[src/rtl/fpcmult_iter_sat.sv]
// rtl/fpcmult_iter_sat.sv - iterative fixed-point complex multiplier, three-product form, wrap/saturate
module fpcmult_iter_sat #(
  parameter int n   = 32,
  parameter int d   = 16,
  parameter bit SAT = 1'b0
) (
  input  logic         clk,
  input  logic         reset,
  input  logic         recv_val,
  output logic         recv_rdy,
  input  logic [n-1:0] ar,
  input  logic [n-1:0] ac,
  input  logic [n-1:0] br,
  input  logic [n-1:0] bc,
  input  logic         conj,
  output logic         send_val,
  input  logic         send_rdy,
  output logic [n-1:0] cr,
  output logic [n-1:0] cc,
  output logic         ovf
);

  localparam int N1 = n + 1;
  localparam int W  = 2 * n + 2;
  localparam int RW = 2 * n + 4;
  localparam int CW = $clog2(n + 1);
  localparam logic [CW-1:0] CNT_LAST = CW'(n);
  localparam logic signed [RW-1:0] MAXV = {{(RW-n+1){1'b0}}, {(n-1){1'b1}}};
  localparam logic signed [RW-1:0] MINV = {{(RW-n+1){1'b1}}, {(n-1){1'b0}}};

  typedef enum logic [1:0] {IDLE, MUL, DONE} state_t;

  state_t                state_q, state_d;
  logic [1:0]            k_q, k_d;
  logic [CW-1:0]         cnt_q, cnt_d;
  logic signed [N1-1:0]  ac_q, ac_d, bcj_q, bcj_d, sa_q, sa_d, sb_q, sb_d;
  logic signed [N1-1:0]  mplier_q, mplier_d;
  logic signed [W-1:0]   mcand_q, mcand_d, acc_q, acc_d, p1_q, p1_d, p2_q, p2_d;
  logic [n-1:0]          cr_q, cr_d, cc_q, cc_d;
  logic                  ovf_q, ovf_d;

  logic                  accept;
  logic signed [N1-1:0]  ar_x, ac_x, br_x, bc_x, bcj_x, sa_x, sb_x;
  logic signed [W-1:0]   pp, acc_nx, prod_sh;
  logic signed [RW-1:0]  p1_x, p2_x, p3_x, rr, rc;
  logic                  ovf_r;

  function automatic logic signed [W-1:0] ext_w(input logic signed [N1-1:0] x);
    return {{(W-N1){x[N1-1]}}, x};
  endfunction

  function automatic logic [n-1:0] fit(input logic signed [RW-1:0] v);
    if (SAT && (v > MAXV)) return MAXV[n-1:0];
    if (SAT && (v < MINV)) return MINV[n-1:0];
    return v[n-1:0];
  endfunction

  assign ar_x  = {ar[n-1], ar};
  assign ac_x  = {ac[n-1], ac};
  assign br_x  = {br[n-1], br};
  assign bc_x  = {bc[n-1], bc};
  assign bcj_x = conj ? -bc_x : bc_x;
  assign sa_x  = ar_x + ac_x;
  assign sb_x  = br_x + bcj_x;

  // Serial signed multiply: the multiplier MSB carries negative weight, so its step subtracts.
  assign pp      = !mplier_q[0] ? '0 : ((cnt_q == CNT_LAST) ? -mcand_q : mcand_q);
  assign acc_nx  = acc_q + pp;
  assign prod_sh = acc_nx >>> d;

  assign p1_x  = {{(RW-W){p1_q[W-1]}}, p1_q};
  assign p2_x  = {{(RW-W){p2_q[W-1]}}, p2_q};
  assign p3_x  = {{(RW-W){prod_sh[W-1]}}, prod_sh};
  assign rr    = p1_x - p2_x;
  assign rc    = p3_x - p1_x - p2_x;
  assign ovf_r = (rr > MAXV) || (rr < MINV) || (rc > MAXV) || (rc < MINV);

  always_comb begin
    recv_rdy = 1'b0;
    case (state_q)
      IDLE:    recv_rdy = 1'b1;
      DONE:    recv_rdy = send_rdy;
      default: recv_rdy = 1'b0;
    endcase
  end

  assign accept   = recv_val && recv_rdy;
  assign send_val = (state_q == DONE);
  assign cr       = cr_q;
  assign cc       = cc_q;
  assign ovf      = ovf_q;

  always_comb begin
    state_d  = state_q;
    k_d      = k_q;
    cnt_d    = cnt_q;
    ac_d     = ac_q;
    bcj_d    = bcj_q;
    sa_d     = sa_q;
    sb_d     = sb_q;
    mplier_d = mplier_q;
    mcand_d  = mcand_q;
    acc_d    = acc_q;
    p1_d     = p1_q;
    p2_d     = p2_q;
    cr_d     = cr_q;
    cc_d     = cc_q;
    ovf_d    = ovf_q;

    case (state_q)
      MUL: begin
        acc_d    = acc_nx;
        mcand_d  = mcand_q <<< 1;
        mplier_d = mplier_q >>> 1;
        cnt_d    = cnt_q + CW'(1);
        if (cnt_q == CNT_LAST) begin
          cnt_d = '0;
          acc_d = '0;
          case (k_q)
            2'd0: begin
              p1_d     = prod_sh;
              mcand_d  = ext_w(ac_q);
              mplier_d = bcj_q;
              k_d      = 2'd1;
            end
            2'd1: begin
              p2_d     = prod_sh;
              mcand_d  = ext_w(sa_q);
              mplier_d = sb_q;
              k_d      = 2'd2;
            end
            default: begin
              cr_d    = fit(rr);
              cc_d    = fit(rc);
              ovf_d   = ovf_r;
              state_d = DONE;
            end
          endcase
        end
      end
      DONE: begin
        if (send_rdy) state_d = IDLE;
      end
      default: ;
    endcase

    // Only reachable from IDLE or DONE, since recv_rdy is low during MUL.
    if (accept) begin
      state_d  = MUL;
      k_d      = 2'd0;
      cnt_d    = '0;
      acc_d    = '0;
      mcand_d  = ext_w(ar_x);
      mplier_d = br_x;
      ac_d     = ac_x;
      bcj_d    = bcj_x;
      sa_d     = sa_x;
      sb_d     = sb_x;
    end
  end

  always_ff @(posedge clk) begin
    if (reset) begin
      state_q  <= IDLE;
      k_q      <= '0;
      cnt_q    <= '0;
      ac_q     <= '0;
      bcj_q    <= '0;
      sa_q     <= '0;
      sb_q     <= '0;
      mplier_q <= '0;
      mcand_q  <= '0;
      acc_q    <= '0;
      p1_q     <= '0;
      p2_q     <= '0;
      cr_q     <= '0;
      cc_q     <= '0;
      ovf_q    <= 1'b0;
    end else begin
      state_q  <= state_d;
      k_q      <= k_d;
      cnt_q    <= cnt_d;
      ac_q     <= ac_d;
      bcj_q    <= bcj_d;
      sa_q     <= sa_d;
      sb_q     <= sb_d;
      mplier_q <= mplier_d;
      mcand_q  <= mcand_d;
      acc_q    <= acc_d;
      p1_q     <= p1_d;
      p2_q     <= p2_d;
      cr_q     <= cr_d;
      cc_q     <= cc_d;
      ovf_q    <= ovf_d;
    end
  end

endmodule

[config.mk]
export PLATFORM = sky130hd
export DESIGN_NAME = fpcmult_iter_sat
export DESIGN_NICKNAME = d
export VERILOG_FILES = /design/src/rtl/fpcmult_iter_sat.sv
export SDC_FILE = /design/constraint.sdc
export NUM_CORES = 2
export LEC_CHECK = 0
export BUFFER_PORTS_ARGS = -buffer_cell sky130_fd_sc_hd__buf_2
export CAP_MARGIN = 30
export CORE_MARGIN = 10
export CORE_UTILIZATION = 30
export DETAILED_ROUTE_END_ITERATION = 10
export GPL_ROUTABILITY_DRIVEN = 0
export PLACE_DENSITY = 0.46
export SLEW_MARGIN = 20
export SYNTH_ARGS = -nofsm -noshare
export SYNTH_HDL_FRONTEND = slang
export SYNTH_SLANG_ARGS = --single-unit
[constraint.sdc]
create_clock -name clk -period 10.95 [get_ports clk]
set_clock_uncertainty 0.1 [all_clocks]
set_input_delay 1.095 -clock clk [delete_from_list [all_inputs] [get_ports clk]]
set_output_delay 1.095 -clock clk [all_outputs]
set_load 0.01 [all_outputs]
; Word level (Yosys, flattened, before mapping)
; Index checks and enable logic that the tools add are counted.
[totals]
regBits = 471
in_bits = 133
output_inout_bits = 67
word_cells = 82
[classes]
mux = 20
n_lt_le_gt_ge = 4
add_sub_neg = 9
bitwise = 1
eq_ne = 10
reduce_logical = 21
[op_table]
columns = op, n
row1 = 66-bit two-way mux, 6
row2 = 33-bit two-way mux, 4
row3 = 66-bit case mux with 2 select lines, 1
row4 = 50-bit by 50-bit subtractor with 51-bit output, 2
row5 = 66-bit adder, 1
row6 = 66-bit negator, 1
row7 = 33-bit case mux with 2 select lines, 1
row8 = "52-bit by 32-bit > comparator with 1-bit output, second input constant", 1
row9 = "52-bit by 32-bit < comparator with 1-bit output, second input constant", 1
row10 = 51-bit by 50-bit subtractor with 52-bit output, 1
row11 = "51-bit by 32-bit > comparator with 1-bit output, second input constant", 1
row12 = "51-bit by 32-bit < comparator with 1-bit output, second input constant", 1
row13 = 32-bit by 32-bit adder with 33-bit output, 1
row14 = 32-bit by 33-bit adder with 33-bit output, 1
row15 = 32-bit negator with 33-bit output, 1
row16 = 3-bit AND reduction, 5
row17 = 2-bit case mux with 2 select lines, 2
row18 = 4-bit AND reduction, 2
row19 = 2-bit nonzero test, 4
row20 = "6-bit by 1-bit adder with 6-bit output, second input constant", 1
row21 = "6-bit equality test, second input constant", 1
row22 = 2-bit two-way mux, 3
row23 = 6-bit two-way mux, 1
row24 = "3-bit != test, second input constant", 2
row25 = other kinds (13), 20

; Longest topological paths before layout
[depth]
depth_word = 9
mapped_depth = 41
mapped_depth_nobuf = 40

; Worst setup path before layout
; OpenSTA, ideal clock, no wires.
[synth_path]
path_kind = reg-to-reg
startpoint = reg mcand_q[6]
endpoint = reg ovf_q (netlist: ovf)
setup_slack_ns = 2.600
setup_time_ns = 0.123
n_path_buf = 0
arrival_time_ns = 8.127
path_stages_with_launch = 38
required_ns = 10.727
period_less_slack_ns = 8.350
cell_sequence = dfxtp_1 > or4_4 > or4_4 > nor3_1 > a21oi_1 > xor2_1 > and2_1 > ha_1 > a21oi_1 > o21ai_0 > o41ai_1 > a41o_1 > nor2_1 > a21oi_1 > o21bai_1 > a2111oi_0 > or3_1 > nor2b_1 > (+2 left out) > inv_1 > fa_1 > inv_1 > ha_1 > and2_1 > nand3_1 > a21oi_1 > nor2_1 > a2111oi_0 > o21ai_1 > o21ai_1 > a41o_1 > nor4_1 > or3_1 > nor2_1 > or4b_2 > a21oi_1 > o21ai_1
[synth_between]
elab_chain_cells = 9
elab_cells_between_ends = 10
cone_classes = 4 x add/sub / 2 x order compare / 2 x mux / 2 x reduce/logical
[synth_lines]
columns = element, line
row1 = "start, declared", 38  ; logic signed [W-1:0] mcand_q, mcand_d, acc_q, acc_d, p1_q, p1_d, p2_q, p2_d;
row2 = "start signal, assigned", 188  ; mcand_q <= mcand_d;
row3 = 66-bit negator, 67  ; assign pp = !mplier_q[0] ? '0 : ((cnt_q == CNT_LAST) ? -mcand_q : mcand_q);
row4 = 66-bit two-way mux (*) (2 in series), 67
row5 = 66-bit adder (*), 68  ; assign acc_nx = acc_q + pp;
row6 = 50-bit by 50-bit subtractor with 51-bit output (*), 75  ; assign rc = p3_x - p1_x - p2_x;
row7 = 51-bit by 50-bit subtractor with 52-bit output (*), 75
row8 = 52-bit by 32-bit > comparator with 1-bit output, 76  ; assign ovf_r = (rr > MAXV) || (rr < MINV) || (rc > MAXV) || (rc < MINV);
row9 = 1-bit logical OR, 76
row10 = 1-bit logical OR (*), 76
row11 = "end signal, assigned", 194  ; ovf_q <= ovf_d;
row12 = "end, declared", 40  ; logic ovf_q, ovf_d;
; Mark *: on every way between the ends. The rest lies on a longest branch, timed or not.
; A chain may end at the register's enable or synchronous reset.

; Final worst setup path
[layout_path]
startpoint = reg mcand_q[6]
endpoint = reg ovf_q (netlist: ovf)
[layout_between]
elab_chain_cells = 9
elab_cells_between_ends = 10
cone_classes = 4 x add/sub / 2 x order compare / 2 x mux / 2 x reduce/logical
[layout_lines]
columns = element, line
row1 = 66-bit negator, 67
row2 = 66-bit two-way mux (*) (2 in series), 67
row3 = 66-bit adder (*), 68
row4 = via acc_nx[44], 44  ; logic signed [W-1:0] pp, acc_nx, prod_sh;
row5 = 50-bit by 50-bit subtractor with 51-bit output (*), 75
row6 = 51-bit by 50-bit subtractor with 52-bit output (*), 75
row7 = 52-bit by 32-bit > comparator with 1-bit output, 76
row8 = 1-bit logical OR, 76
row9 = 1-bit logical OR (*), 76
; Mark *: on every way through the listed nets, which the timed path passes. The rest lies on a longest branch.

==> qor.csv <==
metric;value;unit
Post-synth top flop;dfxtp_1;
Setup Buffers After CTS;0;
I/O pins;200;
unrepaired setup endpoints after global routing;false;
most used cell, CP;o21ai_1;
worst-skew pair later-pin latency;650;ps
core area;114500;um2
WL final;110600;um
post-synthesis sequential area ratio;27.24;%
area fraction in compound gates after synthesis;24.77;%
Mean Syn Cell Area;7.605;um2
Slew @ Worst Pin;933.8;ps
CTS buffer count;59;
GRT Total Usage;16.35;%
IO Port Bufs;199;
final cell count without fillers;6173;
Final Cycle Share;91.37;%
layout cells sized above 1;8.839;%
FFs w/ async S/R, synth;0;%
Vert. Die Dim;359.7;um
syn_nets;5021;
fill count;12360;
f_max;99.95;MHz
Worst EP arrival;10430;ps
nature of the critical path startpoint;register;
EDFF count, synth;0;
DR vias/cell;5.144;
CTS resizes;0;
Final Hold Fails;0;
CTS Buffer Depth;3;
TritonCTS Sinks;471;
first-pass GRT wire length;175500;um
post-layout minimum cycle time;10000;ps
Yosys reg bits;471;
cell area power density;129.4;nW/um2
Final Max Slew Viols;0;
Cells after Synth;4551;
DIE WIDTH;359.7;um
Remaining DRCs;0;
Setup TNS;0;ps
LEAKAGE;15.53;nW
CP required;11370;ps
die area;129400;um2
number of global-route vias before repair;30490;
mux share of post-synthesis cell area;2.086;%
Slew HR;36.14;%
CTS tree;built;
DR iter-0 viols;1898;
nets;5081;
Clock Pin Slew Worst Setup and Hold Paths;60;ps
Ys Warns;0;
hold_buf cts;0;
combinational family with the most area after synthesis;compound AO/OA/AOI/OAI gates;
post-route antenna net violation count;0;
Antenna Diode Count;0;
outcome;finished clean;
area grow syn2layout;13.43;%
largest net degree at the start of global routing;177;
MaxCap Viol Count;0;
Max stage delay on crit path;790;ps
Setup violations, final;0;
unique cell type count in the Yosys netlist;83;
simple logic cell fraction of the synthesized area;20.08;%
worst-path maximum fanout;8;
via count;31750;
post-detail-place hpwl;81660;um
CTS Root Cell;clkbuf_16;
Max VDD drop;0.1290;mV
Routed wire per std cell;17.92;um
Crit Path Category;register to register;
Starting Density;30.23;%
DP Cell Count;6060;
Overflow after GRT;0;
XOR/XNOR Fraction of Synth Area;7.089;%
H-tree depth;2;
initial antenna violation count;12;
Synth Cell Area;34610;um2
CP max stage cell;o41ai_1;
FP Rows;124;
CP Capture Type;register;
Pwr Total;5.081;mW
final worst slack;945.2;ps
pre-CTS setup slack;997.6;ps
Hold/Removal Path Class;register to register;
DR pass1 iterations;5;
post-synthesis adder-cell area fraction;13.35;%
-- routing by layer --
layer | global-route usage (%) | vias to the layer above | routed length [um] | share of wire (%)
met5 | 0 | - | 108 | 0.098
met4 | 2.987 | 16 | 1585 | 1.4
met3 | 2.481 | 121 | 5068 | 4.6
met2 | 25.10 | 606 | 46790 | 42
met1 | 24.02 | 14920 | 57060 | 52
li1 | - | 16090 | - | -
-- cell usage after synthesis, drive strengths merged, types with 28 or more instances --
cell | instances | area share [%]
inv | 247 | 2.7
nand3 | 65 | 0.94
a211oi | 58 | 1.3
nor2b | 28 | 0.51
fa | 54 | 3.1
o211ai | 76 | 1.7
o21ai | 218 | 3.2
buf | 28 | 0.33
mux2i | 71 | 2.1
dfxtp | 471 | 27
a311oi | 74 | 1.9
a21o | 103 | 2.2
xor2 | 85 | 2.2
xnor2 | 193 | 4.9
and2 | 78 | 1.4
clkbuf | 219 | 2.4
nand2b | 39 | 0.70
o31ai | 37 | 0.85
nor2 | 419 | 4.5
a22oi | 43 | 0.93
o21bai | 40 | 0.87
ha | 283 | 10
nand2 | 654 | 7.1
a21oi | 517 | 7.5
nor3 | 88 | 1.3
or3 | 39 | 0.70
-- path summary, 6_finish.rpt --
path / start / endpoint / slack [ps] / depth (start not counted)
setup / recovery: mcand_q[6] / ovf / 950 / 30
hold / removal: cc[11] / cc[11] / 350 / 2
hold reg to reg: cc[11] / cc[11] / 350 / 2
setup reg to reg: mcand_q[6] / ovf / 950 / 30
-- kinds of logic (layout without fill, tap and decap cells) --
| kind of cell | count (synthesis) | count (layout) |
|---|---|---|
| simple gates | 1546 | 1546 |
| xor+xnor | 278 | 278 |
| buf+inv | 494 | 604 |
| mux | 72 | 72 |
| flops | 471 | 471 |
| compound gates | 1353 | 1353 |
| fa+ha+maj | 337 | 337 |
-- area by class of cell --
class / count / area (um2) / share of cell area, %
multi-input combinational: 3586 / 23400 / 59.60
sequential: 471 / 9434 / 24.03
tap: 1512 / 1892 / 4.819
clock buffer: 79 / 1744 / 4.443
timing repair buffer: 246 / 1455 / 3.707
inverter: 247 / 927.1 / 2.362
clock inverter: 32 / 409.1 / 1.042
-- worst max-delay path, delay by kind of cell (launching register included) --
kind            cells  cell delay (ps)
compound gates     12             4000
xor+xnor            2              490
fa+ha+maj           3             1390
flops               1              370
simple gates       13             3510
-- sequential cells by signal, summed over array words and instances, names as in the netlist, 6 cells and up --
register,count
acc_q,66
mcand_q,66
p1_q,50
p2_q,50
bcj_q,33
mplier_q,33
sa_q,33
sb_q,33
ac_q,32
cc,32
cr,32
cnt_q,6
-- cells in the final DEF, fill, tap and decap left out, types with 43 or more instances in the layout --
cell / n
a21o_1: 103
o21ai_0: 199
and2_1: 77
mux2i_1: 71
a22oi_1: 43
buf_2: 198
dfxtp_1: 469
ha_1: 283
a311oi_1: 74
nor3_1: 86
fa_1: 54
a211oi_1: 58
xnor2_1: 193
nor2_1: 415
clkbuf_16: 61
o211ai_1: 75
xor2_1: 84
nand3_1: 64
inv_1: 247
a21oi_1: 516
nand2_1: 650
-- stage by stage --
stage / hold WS [ps] / instance area (um2) / utilization [%]
3_5_place_dp: 342.7 / 37050 / 32.36
5_1_grt: 365.7 / 39260 / 34.29
3_3_place_gp: 337.2 / 36980 / 32.30
4_1_cts: 349.3 / 39200 / 34.24
2_1_floorplan: 331.5 / 34610 / -
6_report: 347.4 / 39260 / 34.29
-- where the power goes --
| part | internal (mW) | leakage [nW] | switching, mW |
|---|---|---|---|
| combinational | 0.407 | 10.6 | 0.646 |
| clock | 1.31 | 1.05 | 0.852 |
| sequential | 1.80 | 3.84 | 0.0709 |
No activity file was read; power rests on OpenSTA's default activity.
